[src/rtl/ws2811_frame_tx.sv]
// ws2811_frame_tx: serialises NUM_LEDS 24-bit LED words onto a WS2811 data
// line. LED 0 goes out first, and each word goes out MSB first. Each bit lasts
// TBIT cycles. The line is high for T1H cycles (a 1) or T0H cycles (a 0) at the
// start of the bit. A low latch gap follows the last bit.
//
// Timing from the accepting edge E0:
//   bit n starts at E0 + TBIT*n
//   GAP holds the line low from E0 + TBIT*NBITS
//   FIM is the final cycle of the latch gap
//   pronto is high (ocupado low) in the cycle after E0 + TBIT*NBITS + TRESET
// That single-cycle pronto coincides with the return to OCIOSO. A held iniciar
// therefore restarts one edge after the pronto pulse. The line stays low for at
// least TRESET cycles before every pronto.
// TRESET must be at least 2.
module ws2811_frame_tx #(
    parameter int NUM_LEDS = 11,
    parameter int T0H      = 13,
    parameter int T1H      = 30,
    parameter int TBIT     = 63,
    parameter int TRESET   = 2800
) (
    input  logic                    clock,
    input  logic                    reset,
    input  logic                    iniciar,
    input  logic [24*NUM_LEDS-1:0]  frame,
    output logic                    serial,
    output logic                    db_serial,
    output logic                    ocupado,
    output logic                    pronto
);

    localparam int NBITS = 24 * NUM_LEDS;
    localparam int CW    = (TBIT > 1)   ? $clog2(TBIT)       : 1;
    localparam int BW    = (NBITS > 1)  ? $clog2(NBITS)      : 1;
    localparam int GW    = (TRESET > 2) ? $clog2(TRESET - 1) : 1;

    localparam logic [CW-1:0] CYC_LAST = CW'(TBIT - 1);
    localparam logic [CW-1:0] T0H_C    = CW'(T0H);
    localparam logic [CW-1:0] T1H_C    = CW'(T1H);
    localparam logic [BW-1:0] BIT_LAST = BW'(NBITS - 1);
    localparam logic [GW-1:0] GAP_LAST = GW'(TRESET - 2);

    typedef enum logic [1:0] {
        OCIOSO = 2'd0,
        BIT    = 2'd1,
        GAP    = 2'd2,
        FIM    = 2'd3
    } state_t;

    state_t             state_r,  state_next_s;
    logic [CW-1:0]      cyc_cnt_r, cyc_next_s;
    logic [BW-1:0]      bit_cnt_r, bit_next_s;
    logic [GW-1:0]      gap_cnt_r, gap_next_s;
    logic [NBITS-1:0]   shreg_r,  shreg_next_s;
    logic [NBITS-1:0]   frame_ord_s;
    logic [NBITS-1:0]   shreg_sh_s;
    logic [CW-1:0]      cyc_inc_s;
    logic               serial_r, serial_next_s;
    logic               ocupado_r, ocupado_next_s;
    logic               pronto_r, pronto_next_s;

    // Number of high cycles for a bit of the given value.
    function automatic logic [CW-1:0] high_time(input logic b);
        if (b) begin
            return T1H_C;
        end else begin
            return T0H_C;
        end
    endfunction

    // Reverse LED order so that LED 0 sits in the top word and shifts out first.
    always_comb begin
        frame_ord_s = '0;
        for (int k = 0; k < NUM_LEDS; k++) begin
            frame_ord_s[(NUM_LEDS-1-k)*24 +: 24] = frame[k*24 +: 24];
        end
    end

    assign shreg_sh_s = {shreg_r[NBITS-2:0], 1'b0};
    assign cyc_inc_s  = cyc_cnt_r + CW'(1);

    // Next-state, counter, shift register and output logic.
    always_comb begin
        state_next_s   = state_r;
        cyc_next_s     = cyc_cnt_r;
        bit_next_s     = bit_cnt_r;
        gap_next_s     = gap_cnt_r;
        shreg_next_s   = shreg_r;
        serial_next_s  = 1'b0;
        ocupado_next_s = 1'b0;
        pronto_next_s  = 1'b0;
        case (state_r)
            OCIOSO: begin
                if (iniciar) begin
                    state_next_s   = BIT;
                    shreg_next_s   = frame_ord_s;
                    cyc_next_s     = '0;
                    bit_next_s     = '0;
                    gap_next_s     = '0;
                    serial_next_s  = (high_time(frame_ord_s[NBITS-1]) != '0);
                    ocupado_next_s = 1'b1;
                end else begin
                    state_next_s   = OCIOSO;
                end
            end
            BIT: begin
                ocupado_next_s = 1'b1;
                if (cyc_cnt_r == CYC_LAST) begin
                    cyc_next_s = '0;
                    if (bit_cnt_r == BIT_LAST) begin
                        state_next_s  = GAP;
                        gap_next_s    = '0;
                        serial_next_s = 1'b0;
                    end else begin
                        bit_next_s    = bit_cnt_r + BW'(1);
                        shreg_next_s  = shreg_sh_s;
                        serial_next_s = (high_time(shreg_sh_s[NBITS-1]) != '0);
                    end
                end else begin
                    cyc_next_s    = cyc_inc_s;
                    serial_next_s = (cyc_inc_s < high_time(shreg_r[NBITS-1]));
                end
            end
            GAP: begin
                ocupado_next_s = 1'b1;
                if (gap_cnt_r == GAP_LAST) begin
                    state_next_s = FIM;
                end else begin
                    gap_next_s = gap_cnt_r + GW'(1);
                end
            end
            FIM: begin
                state_next_s  = OCIOSO;
                pronto_next_s = 1'b1;
            end
            default: begin
                state_next_s = OCIOSO;
            end
        endcase
    end

    // State, counters, shift register and registered outputs.
    always_ff @(posedge clock) begin
        if (reset) begin
            state_r   <= OCIOSO;
            cyc_cnt_r <= '0;
            bit_cnt_r <= '0;
            gap_cnt_r <= '0;
            shreg_r   <= '0;
            serial_r  <= 1'b0;
            ocupado_r <= 1'b0;
            pronto_r  <= 1'b0;
        end else begin
            state_r   <= state_next_s;
            cyc_cnt_r <= cyc_next_s;
            bit_cnt_r <= bit_next_s;
            gap_cnt_r <= gap_next_s;
            shreg_r   <= shreg_next_s;
            serial_r  <= serial_next_s;
            ocupado_r <= ocupado_next_s;
            pronto_r  <= pronto_next_s;
        end
    end

    assign serial    = serial_r;
    assign db_serial = serial_r;
    assign ocupado   = ocupado_r;
    assign pronto    = pronto_r;

endmodule

[config.mk]
export PLATFORM = sky130hd
export DESIGN_NAME = ws2811_frame_tx
export DESIGN_NICKNAME = d
export VERILOG_FILES = /design/src/rtl/ws2811_frame_tx.sv
export SDC_FILE = /design/constraint.sdc
export NUM_CORES = 1
export LEC_CHECK = 0
export BUFFER_PORTS_ARGS = -buffer_cell sky130_fd_sc_hd__buf_2
export CORE_MARGIN = 3
export CORE_UTILIZATION = 50
export DETAILED_ROUTE_END_ITERATION = 16
export PLACE_DENSITY = 0.86
export REMOVE_ABC_BUFFERS = 1
export SLEW_MARGIN = 15
export SYNTH_ARGS = -nofsm -noshare
export SYNTH_HDL_FRONTEND = slang
export SYNTH_SLANG_ARGS = --single-unit
[constraint.sdc]
create_clock -name clock -period 2.12 [get_ports clock]
set_input_delay 0 -clock clock [delete_from_list [all_inputs] [get_ports clock]]
set_output_delay 0 -clock clock [all_outputs]
set_load 0.005 [all_outputs]
==> summary.txt, run 1 <==
STA
  – Final hold viol count: 0
  – Final setup fails: roughly 200
  – Unrepaired setup endpoints after global routing: yes
  – Tmin final: 2.57 ns
  – Slew Limit Fails: 0
  – Post-route clock period utilization: 121%
  – Worst slew margin: around 49%
  – Final Skew: a little under 0.02 ns
  – Max Fclk: roughly 390 MHz
  – Least-Margin Pin Slew: roughly 0.76 ns
  – Final Worst Setup Slack: -0.446 ns

Floorplanning
  – Die W: around 170 um
  – Num rows: 58
  – Starting Density: a little over 50%
  – Core Box Area: around 25000 sq um
  – Die Ht: around 170 um
  – Die area: between 20000 and 30000 sq um
  – IO Count: about 270

Global routing
  – Total track usage: 31.6%
  – Gr ovfl total: 0
  – Initial antenna violation count: 9
  – Vias in the first global route: 14100
  – Largest net degree at the start of global routing: approximately 110
  – First-pass GRT wire length: roughly 73000 um

Run status
  – Violated checks: setup timing
  – Status: finished, violations left

Synth
  – Register area share after synthesis: between 40 and 50%
  – Top cells by area, synth: dfxtp_1 45%, mux2i_1 20%, a211oi_1 15%
  – Dominant cell type by area after synthesis: dfxtp_1
  – Number of library cell types mapped by synthesis: 45
  – Main synth FF type: dfxtp_1
  – Mapped Cells: ~1400
  – Avg Cell Area, Syn: 9.54 sq um
  – Synth Warn #: 0
  – EDFF count, synth: 0
  – Cell area after synthesis: roughly 13000 sq um
  – Async SR Flop Fraction: 0%
  – Synth Register Bits: between 200 and 300
  – Synth top area share: between 40 and 50%

Clock network
  – Worst-skew pair later-pin latency: roughly 0.56 ns
  – H-tree levels: 1
  – CTS sink count: slightly below 300
  – Clock tree buffer depth: 3
  – Clock transition at path regs: about 0.07 ns
  – Total CTS buffers: 30
  – CTS tree: done
  – CTS Root Cell: clkbuf_16

Route
  – Drc violations: 0
  – Detailed-route via count: 15300
  – Wire length on met1: 21200 um
  – Number of DRC markers in iteration 0: between 1500 and 2000
  – Wire length per cell: about 28 um
  – Wire length on met3: slightly above 6000 um
  – Iteration count of the initial detailed-routing pass: 8
  – Met2 routed WL: 31000 um
  – Final WL: between 60000 and 70000 um
  – Antenna-violating nets left: 0
  – Max layer used: met5
  – Via density: ~6.6

Worst setup path
  – Setup crit start kind: register
  – CP Max Fanout: 8
  – Worst setup EP type: register
  – Critical path class: register to register
  – Critical Path AT: ~3 ns
  – CP required: about 2.5 ns

Placed design
  – Pre-CTS WS: -0.189 ns
  – Post-Place Cells: between 1500 and 2000
  – Port buffer count: 270
  – Routability congestion estimate: 0.788
  – Detailed placement HPWL: about 21000 um

Cells and area
  – Share of cells above drive strength 1: approximately 42%
  – Area Growth Syn to Fin: 70.9%
  – Fillers: slightly above 900
  – Final net count: 2221
  – Final Non-Filler Cells: between 2000 and 2500

Power and ir drop
  – Pleak: about 8.6 nW
  – VDD IR max: 992 uV
  – P per Cell Area: about 1600 nW/um^2

Hold path
  – Worst hold-check path type: input pin to register

Flow run
  – Max Cap Viol: 0
## per-layer routing
| metal | global-route usage (%) | up-vias |
|---|---|---|
| met2 | 56.6 | 1416 |
| met4 | 19.5 | 4 |
| met5 | 0 | - |
| met3 | 6.88 | 584 |
| li1 | - | 6128 |
| met1 | 33.8 | 7147 |
## repair_timing
| action | in CTS | in global routing |
|---|---|---|
| gates resized for setup | 30 | 520 |
| hold endpoints to repair | 272 | 0 |
| gates cloned | 5 | 48 |
| buffers inserted | 3 | 11 |
| hold buffers | 266 | 0 |
| pin swaps | 6 | 36 |
| setup endpoints to repair | 36 | 273 |
## cell usage in the layout, fill, tap and decap left out, drive strengths merged, types with 3 or more instances in the layout
master,count
dlygate4sd3,266
mux2i,264
nor2,293
buf,354
bufinv,7
clkbuf,74
diode,7
a211oi,264
nand4,5
a22oi,3
o21ai,4
inv,10
nor3,6
nand2,17
xnor2,4
clkinv,9
dfxtp,296
or3,4
a21oi,10
nand3,14
and3,9
xor2,16
o21bai,3
ha,11
## registers in the layout, indices dropped and copies added (netlist names)
name	flops
pronto	1
cyc_cnt_r	6
ocupado	1
gap_cnt_r	12
state_r	2
bit_cnt_r	9
shreg_r	264
db_serial	1
## cell families after synthesis
group | synth area share [%]
xor gates and xnor gates | 1.33
AOI/OAI and AO/OA | 16.7
adders and majority gates | 1.05
and+or+nand+nor | 11.3
buffers and inverters | 4.34
DFF | 45.1
muxes | 20.1
## cells in the mapped netlist, types with 3 or more instances
| cell | count |
|---|---|
| dfxtp_1 | 296 |
| nor2_1 | 290 |
| a211oi_1 | 264 |
| mux2i_1 | 264 |
| clkbuf_1 | 70 |
| buf_2 | 51 |
| nand2_1 | 17 |
| xor2_1 | 16 |
| nand3_1 | 14 |
| ha_1 | 11 |
| a21oi_1 | 10 |
| inv_1 | 10 |
| and3_1 | 6 |
| nand4_1 | 5 |
| nor3_1 | 5 |
| or3_1 | 4 |
| xnor2_1 | 4 |
| a22oi_1 | 3 |
| and3_2 | 3 |
| nor2_2 | 3 |
| o21ai_0 | 3 |
## critical path, cell delays in order, from the launching register on
cell and delay (ns):
dfxtp_1 0.40, ha_4 0.17, nand3_4 0.08, or2_4 0.27
o21ai_4 0.15, and2_4 0.24, buf_12 0.15, buf_16 0.17
clkbuf_16 0.20, nor2_2 0.09, a211oi_2 0.47
## power breakdown
part           switching [mW]  leakage [nW]  internal (mW)
Combinational            10.5          5.59           9.30
Sequential               2.51          2.44           7.92
Clock                    2.47         0.557           3.70
Total                    15.5          8.59           20.9
## through the flow
step	instance area (sq um)	hold WS, ns	setup TNS [ns]	power, mW	util, %
floorplan	12600	0.0691	-5106.30	9.81	-
detailed placement	15000	0.345	-1.57	19.0	59.0
finish	22400	0.359	-11.78	36.4	88.1
global route	22400	0.354	-27.29	37.3	88.1
CTS	19100	0.304	-0.102	26.0	75.0
global placement	15000	0.338	-0.905	18.5	59.0
## cell type report
| class | count | area, sq um | area share (%) |
|---|---|---|---|
| Inverter | 10 | 37.5 | 0.167 |
| Multi-Input combinational cell | 949 | 8800 | 39.2 |
| Timing Repair Buffer | 656 | 6130 | 27.3 |
| Sequential cell | 296 | 5930 | 26.4 |
| Clock buffer | 40 | 860 | 3.83 |
| Tap cell | 330 | 413 | 1.84 |
| Antenna cell | 7 | 17.5 | 0.0781 |
| Clock inverter | 16 | 255 | 1.14 |
## final timing paths
kind,startpoint,end,slack [ns],cells past startpoint
hold reg to reg,bit_cnt_r[1],bit_cnt_r[1],0.49,2
hold / removal,frame[242],shreg_r[2],0.36,4
setup reg to reg,cyc_cnt_r[1],shreg_r[259],-0.45,10
setup / recovery,cyc_cnt_r[1],shreg_r[259],-0.45,10
No activity file was read; power rests on OpenSTA's default activity.
==> run 2: changes to the inputs <==
--- a/config.mk
+++ b/config.mk
@@ -6,5 +6,5 @@
 export NUM_CORES = 1
 export LEC_CHECK = 0
-export BUFFER_PORTS_ARGS = -buffer_cell sky130_fd_sc_hd__buf_2
+export BUFFER_PORTS_ARGS = -buffer_cell sky130_fd_sc_hd__buf_4
 export CORE_MARGIN = 3
 export CORE_UTILIZATION = 50
==> constraint.sdc (replaced) <==
create_clock -name clock -period 2.12 [get_ports clock]
set_input_delay 0 -clock clock [delete_from_list [all_inputs] [get_ports clock]]
set_output_delay 0 -clock clock [all_outputs]
set_load 0.05 [all_outputs]
==> run 2 against run 1 <==
The flow still finishes with violations (setup timing); sequential share of layout area shrank 0.19 points; global-route usage increased by 0.83 points; maximum frequency rose by 7.9%; critical endpoint is now shreg_r[182].
==> summary.txt, run 2 (synthesis results as in run 1) <==
Placed design
  – Pre-CTS WS: -0.179 ns
  – Detailed placement HPWL: about 22000 um
  – Routability congestion estimate: about 0.83
  – Port buffer count: 270

Global routing
  – Initial antenna violation count: 6
  – Vias in the first global route: 14200
  – First-pass GRT wire length: 74900 um
  – Total track usage: about a third
  – Largest net degree at the start of global routing: 90
  – Gr ovfl total: 0

Cells and area
  – Most frequent cells in the layout: 310 x buf_4, 292 x dfxtp_1, 266 x dlygate4sd3_1
  – Final net count: 2223
  – Number of flip-flops in the largest register: 264
  – Area Growth Syn to Fin: 72.2%
  – Finished Core Util: between 80 and 90%
  – Sequential Area: just under 6000 sq um
  – Fillers: approximately 890
  – Commonest non-fill, non-tap cell in the layout: buf_4
  – Footprint of the multi-input gates: about 8400 sq um
  – Share of cells above drive strength 1: 41.4%
  – Most flops, register: shreg_r
  – Largest registers: shreg_r: 264 flops, gap_cnt_r: 12 flops, bit_cnt_r: 9 flops

Floorplanning
  – Num rows: 58
  – Core Box Area: 25500 sq um
  – Die area: around 28000 sq um
  – Die W: about 170 um
  – Starting Density: about half
  – Die Ht: approximately 170 um
  – IO Count: ~270

Power and ir drop
  – Pleak: just under 9 nW
  – VDD IR max: roughly 1300 uV
  – P per Cell Area: between 1500 and 2000 nW/um^2

Worst setup path
  – Reg2Reg Setup Slack: -0.26 ns
  – CP Max Fanout: 13
  – CP required: between 2 and 3 ns
  – Critical path class: register to register
  – Critical Path AT: around 2.8 ns
  – Worst setup EP type: register
  – Setup crit start kind: register

Run status
  – Violated checks: setup timing
  – Status: finished, violations left

STA
  – Final hold viol count: 0
  – Worst slew margin: between 40% and 50%
  – Slew Limit Fails: 0
  – Setup_tns: -22.63 ns
  – Final Skew: between 0.02 and 0.03 ns
  – Unrepaired setup endpoints after global routing: yes
  – Hold_ws: roughly 0.36 ns
  – Final Worst Setup Slack: -0.258 ns
  – Least-Margin Pin Slew: between 0.8 and 0.9 ns
  – Max Fclk: around 420 MHz
  – Final setup fails: between 200 and 300
  – Tmin final: between 2 and 2.5 ns
  – Post-route clock period utilization: 112%

Route
  – Detailed-route via count: ~15000
  – Antenna-violating nets left: 0
  – Drc violations: 0
  – Iteration count of the initial detailed-routing pass: 7
  – Via density: approximately 6.6
  – Wire length per cell: slightly below 30 um
  – Number of DRC markers in iteration 0: 1893
  – Final WL: roughly 67000 um

Clock network
  – Clock transition at path regs: about 0.070 ns
  – H-tree levels: 1
  – Total CTS buffers: 30
  – Worst-skew pair later-pin latency: ~0.57 ns
  – CTS tree: done
  – CTS sink count: about 300
  – CTS Root Cell: clkbuf_16
  – Clock tree buffer depth: 3

Flow run
  – Max Cap Viol: 0

Hold path
  – Worst hold-check path type: input pin to register
run 2: cell count changes in the layout (fill, tap and decap cells not counted), sizes merged:
cell and change:
bufinv -4, clkbuf -1, diode -4, clkinvlp +2, buf +6, clkinv -1
run 2: worst paths after layout:
kind / startpoint / end / cells past startpoint
worst max-delay path: bit_cnt_r[5] / shreg_r[182] / 9
worst min register to register: bit_cnt_r[8] / bit_cnt_r[8] / 2
worst max register to register: bit_cnt_r[5] / shreg_r[182] / 9
worst min-delay path: frame[112] / shreg_r[160] / 4
run 2: critical path, stage by stage (launching register included):
cell      delay (ns)
dfxtp_2         0.33
or4_4           0.55
buf_4           0.18
nor2_4          0.15
o21ai_4         0.09
and2_4          0.20
buf_12          0.14
buf_16          0.15
buf_4           0.20
a211oi_1        0.29
run 2: timing repair:
item,CTS,global route
setup endpoints to repair,39,271
hold buffers,266,0
resized for setup,30,436
pin swaps,6,49
setup buffers,1,12
cloned,5,47
endpoints found under the hold margin,272,0
run 2: per-stage QoR:
| step | cells | instance area, sq um | total power [mW] |
|---|---|---|---|
| final | 2302 | 22600 | 35.2 |
| after global routing | 2301 | 22600 | 36.0 |
| after CTS | 2240 | 19700 | 26.0 |
| after detailed placement | 1912 | 15800 | 19.3 |
| after global placement | 1912 | 15800 | 18.8 |
| after floorplan | 1253 | 12600 | 9.86 |
run 2: final cells by class:
cell class	instances	area share [%]
Sequential cell	296	26.2
Clock buffer	43	3.89
Antenna cell	3	0.0332
Tap cell	330	1.83
Multi-Input combinational cell	949	37.3
Inverter	10	0.166
Timing Repair Buffer	658	29.8
Clock inverter	13	0.708
run 2: report_power, final:
part	total [mW]	internal [mW]	switching [mW]
Combinational	19.2	8.82	10.4
Clock	5.78	3.26	2.52
Sequential	10.2	7.92	2.30
Total	35.2	20.0	15.2
run 2: metal layers:
layer	share of wire (%)	global-route usage, %	up-vias
li1	-	-	6115
met1	32	35.2	7222
met2	48	59.5	1333
met3	9.9	5.61	507
met4	9.3	17.9	6
met5	0.054	0	-
==> run 3: changes to the inputs <==
Settings changed: CORE_UTILIZATION 50 to 55, PLACE_DENSITY 0.86 to 0.89.
Clock period 2.12 ns to 2.45 ns, I/O delays scaled along.
==> run 3 against run 2 <==
The flow now finishes without violations; count of clock-buffer cells in the layout rose by 2; worst setup slack better by 0.26 ns; combinational power fell by 48%; clock power shrank 17%; worst hold slack got worse by 0.022 ns; clock skew fell by 0.011 ns; critical path depth decreased by 2; highest routed layer is now met4.
==> summary.txt, run 3 (synthesis results as in run 1) <==
Floorplanning
  – Core Box Area: ~23000 sq um
  – Die W: between 150 and 200 um
  – Starting Density: a little under three fifths
  – Die Ht: about 160 um
  – IO Count: between 200 and 300
  – Die area: ~26000 sq um
  – Num rows: 55

STA
  – Final setup fails: 0
  – Post-route clock period utilization: 99.9%
  – Worst slew margin: 29.7%
  – Hold_ws: 0.339 ns
  – Least-Margin Pin Slew: about 1.1 ns
  – Slew Limit Fails: 0
  – Final hold viol count: 0
  – Max Fclk: a little over 400 MHz
  – Tmin final: between 2 and 2.5 ns
  – Final Skew: between 0.015 and 0.02 ns
  – Final Worst Setup Slack: between 0.0015 and 0.002 ns
  – Unrepaired setup endpoints after global routing: yes

Run status
  – Status: finished, final reports clean

Placed design
  – Pre-CTS WS: 0.107 ns
  – Detailed placement HPWL: about 21000 um
  – DP Area: ~15000 sq um
  – Post-Place Cells: approximately 1900
  – Port buffer count: 270
  – Routability congestion estimate: 0.786

Route
  – Number of DRC markers in iteration 0: roughly 1300
  – Via density: 6.09
  – Antenna-violating nets left: 0
  – Drc violations: 0
  – Wire length per cell: about 22 um
  – Final WL: a little under 50000 um
  – Iteration count of the initial detailed-routing pass: 5
  – Detailed-route via count: approximately 13000

Clock network
  – Worst-skew pair later-pin latency: about 0.55 ns
  – CTS sink count: 296
  – CTS tree: done
  – Clock tree buffer depth: 3
  – H-tree levels: 1
  – CTS Root Cell: clkbuf_16
  – Clock transition at path regs: approximately 0.06 ns
  – Total CTS buffers: 30

Worst setup path
  – Critical Path AT: 2.87 ns
  – Reg2reg path depth: 7
  – Reg2Reg Setup Slack: 0.002 ns
  – CP top delay family: simple AND/OR/NAND/NOR gates
  – Max incr delay on CP: 0.56 ns
  – CP Max Fanout: 7
  – CP required: around 2.9 ns
  – Critical path class: register to register
  – R2r endpoint: gap_cnt_r[9]
  – R2R Path Start: bit_cnt_r[3]
  – WP buf/inv: 1
  – Worst setup EP type: register
  – CP Cell Sequence: or4_4 > o41a_1 > a2111oi_4 > buf_6 > nand4_1 > xor2_2 > nor2_2
  – Setup crit start kind: register
  – Crit-path slowest cell: or4_4

Hold path
  – Worst hold-check path type: input pin to register
  – Hold path cells: 4
  – Worst Hold End: ocupado
  – Hold path startpoint: iniciar

Flow run
  – Max Cap Viol: 0

Power and ir drop
  – Clk pwr share: about a fifth
  – Pleak: around 7.5 nW
  – Seq pwr share: around 36%
  – VDD IR max: ~900 uV
  – Combinational share of power: 43.3%
  – P per Cell Area: 1200 nW/um^2
  – Sw Share: approximately two fifths
  – P_int: around 14 mW
  – Sw power: 9.27 mW
  – Pwr Total: ~23 mW

Global routing
  – First-pass GRT wire length: about 74000 um
  – Total track usage: a little over a third
  – Largest net degree at the start of global routing: around 130
  – Vias in the first global route: ~14000
  – Gr ovfl total: 0
  – Initial antenna violation count: 8

Cells and area
  – Fin area: 19300 sq um
  – Most flops, register: shreg_r
  – Most frequent cells in the layout: 296 x dfxtp_1, 290 x nor2_1, 279 x buf_4
  – Largest registers: shreg_r: 264 flops, gap_cnt_r: 12 flops, bit_cnt_r: 9 flops
  – Area Growth Syn to Fin: 47.0%
  – Share of cells above drive strength 1: 20.2%
  – Commonest non-fill, non-tap cell in the layout: dfxtp_1
  – Number of flip-flops in the largest register: between 200 and 300
  – Final Non-Filler Cells: approximately 2200
  – Final net count: ~2100
==> run 3: cell count changes in the layout (fill, tap and decap cells not counted), sizes merged, moves of 2 or more <==
cell,change
clkinv,-4
clkbuf,-27
diode,+5
buf,-62
bufbuf,-2
==> run 3: how the worst max path moves through the flow <==
stage | slack, ns | end | from | cells past startpoint
2_1_floorplan | -17.97 | shreg_r[100] | state_r[1] | 6
3_3_place_gp | 0.17 | gap_cnt_r[10] | bit_cnt_r[3] | 6
3_5_place_dp | 0.11 | gap_cnt_r[10] | bit_cnt_r[3] | 6
4_1_cts | 0.08 | gap_cnt_r[3] | bit_cnt_r[3] | 7
5_1_grt | -0.10 | shreg_r[261] | cyc_cnt_r[0] | 9
6_report | 0.002 | gap_cnt_r[9] | bit_cnt_r[3] | 7
==> run 3: repair_timing <==
item	4_1_cts	5_1_grt
hold buffers	267	0
setup buffers	0	1
gates resized for setup	0	29
endpoints found under the setup margin	0	56
endpoints found under the hold margin	268	0
==> run 3: metrics by stage <==
step	setup TNS [ns]	util, %
final	0	83.7
after global routing	-0.616	83.7
after CTS	0	83.0
after detailed placement	0	67.0
after global placement	0	67.0
after floorplan	-5009.28	-
==> run 3: cell type report <==
type | instances | area (sq um)
timing repair buffer | 566 | 5160
clock inverter | 9 | 126
sequential | 296 | 5930
inverter | 10 | 37.5
clock buffer | 45 | 878
antenna | 8 | 20.0
tap | 313 | 392
multi-input combinational | 947 | 6760
fill | 1021 | 3750
==> run 3: worst register-to-register path, cell delays in order, from the launching register on <==
cell and delay [ns]:
dfxtp_1 0.35, or4_4 0.56, o41a_1 0.37, a2111oi_4 0.35, buf_6 0.17, nand4_1 0.19, xor2_2 0.27, nor2_2 0.07
==> run 3: per-layer routing <==
| metal | track usage, % | vias to the layer above | part of all wire [%] |
|---|---|---|---|
| met3 | 6.78 | 303 | 7.5 |
| met4 | 22.6 | 0 | 7.3 |
| met1 | 38.1 | 6244 | 35 |
| met5 | 0 | - | 0 |
| li1 | - | 5954 | - |
| met2 | 63.6 | 863 | 50 |
==> run 3: power by group through the flow <==
stage               registers (mW)  clock network [mW]  logic [mW]
floorplan                     5.86                   0        3.14
detailed placement            7.98                   0        8.33
global placement              7.88                   0        7.98
CTS                           7.92                4.71        8.77
global route                  8.40                4.97        10.7
finish                        8.32                4.77        10.0
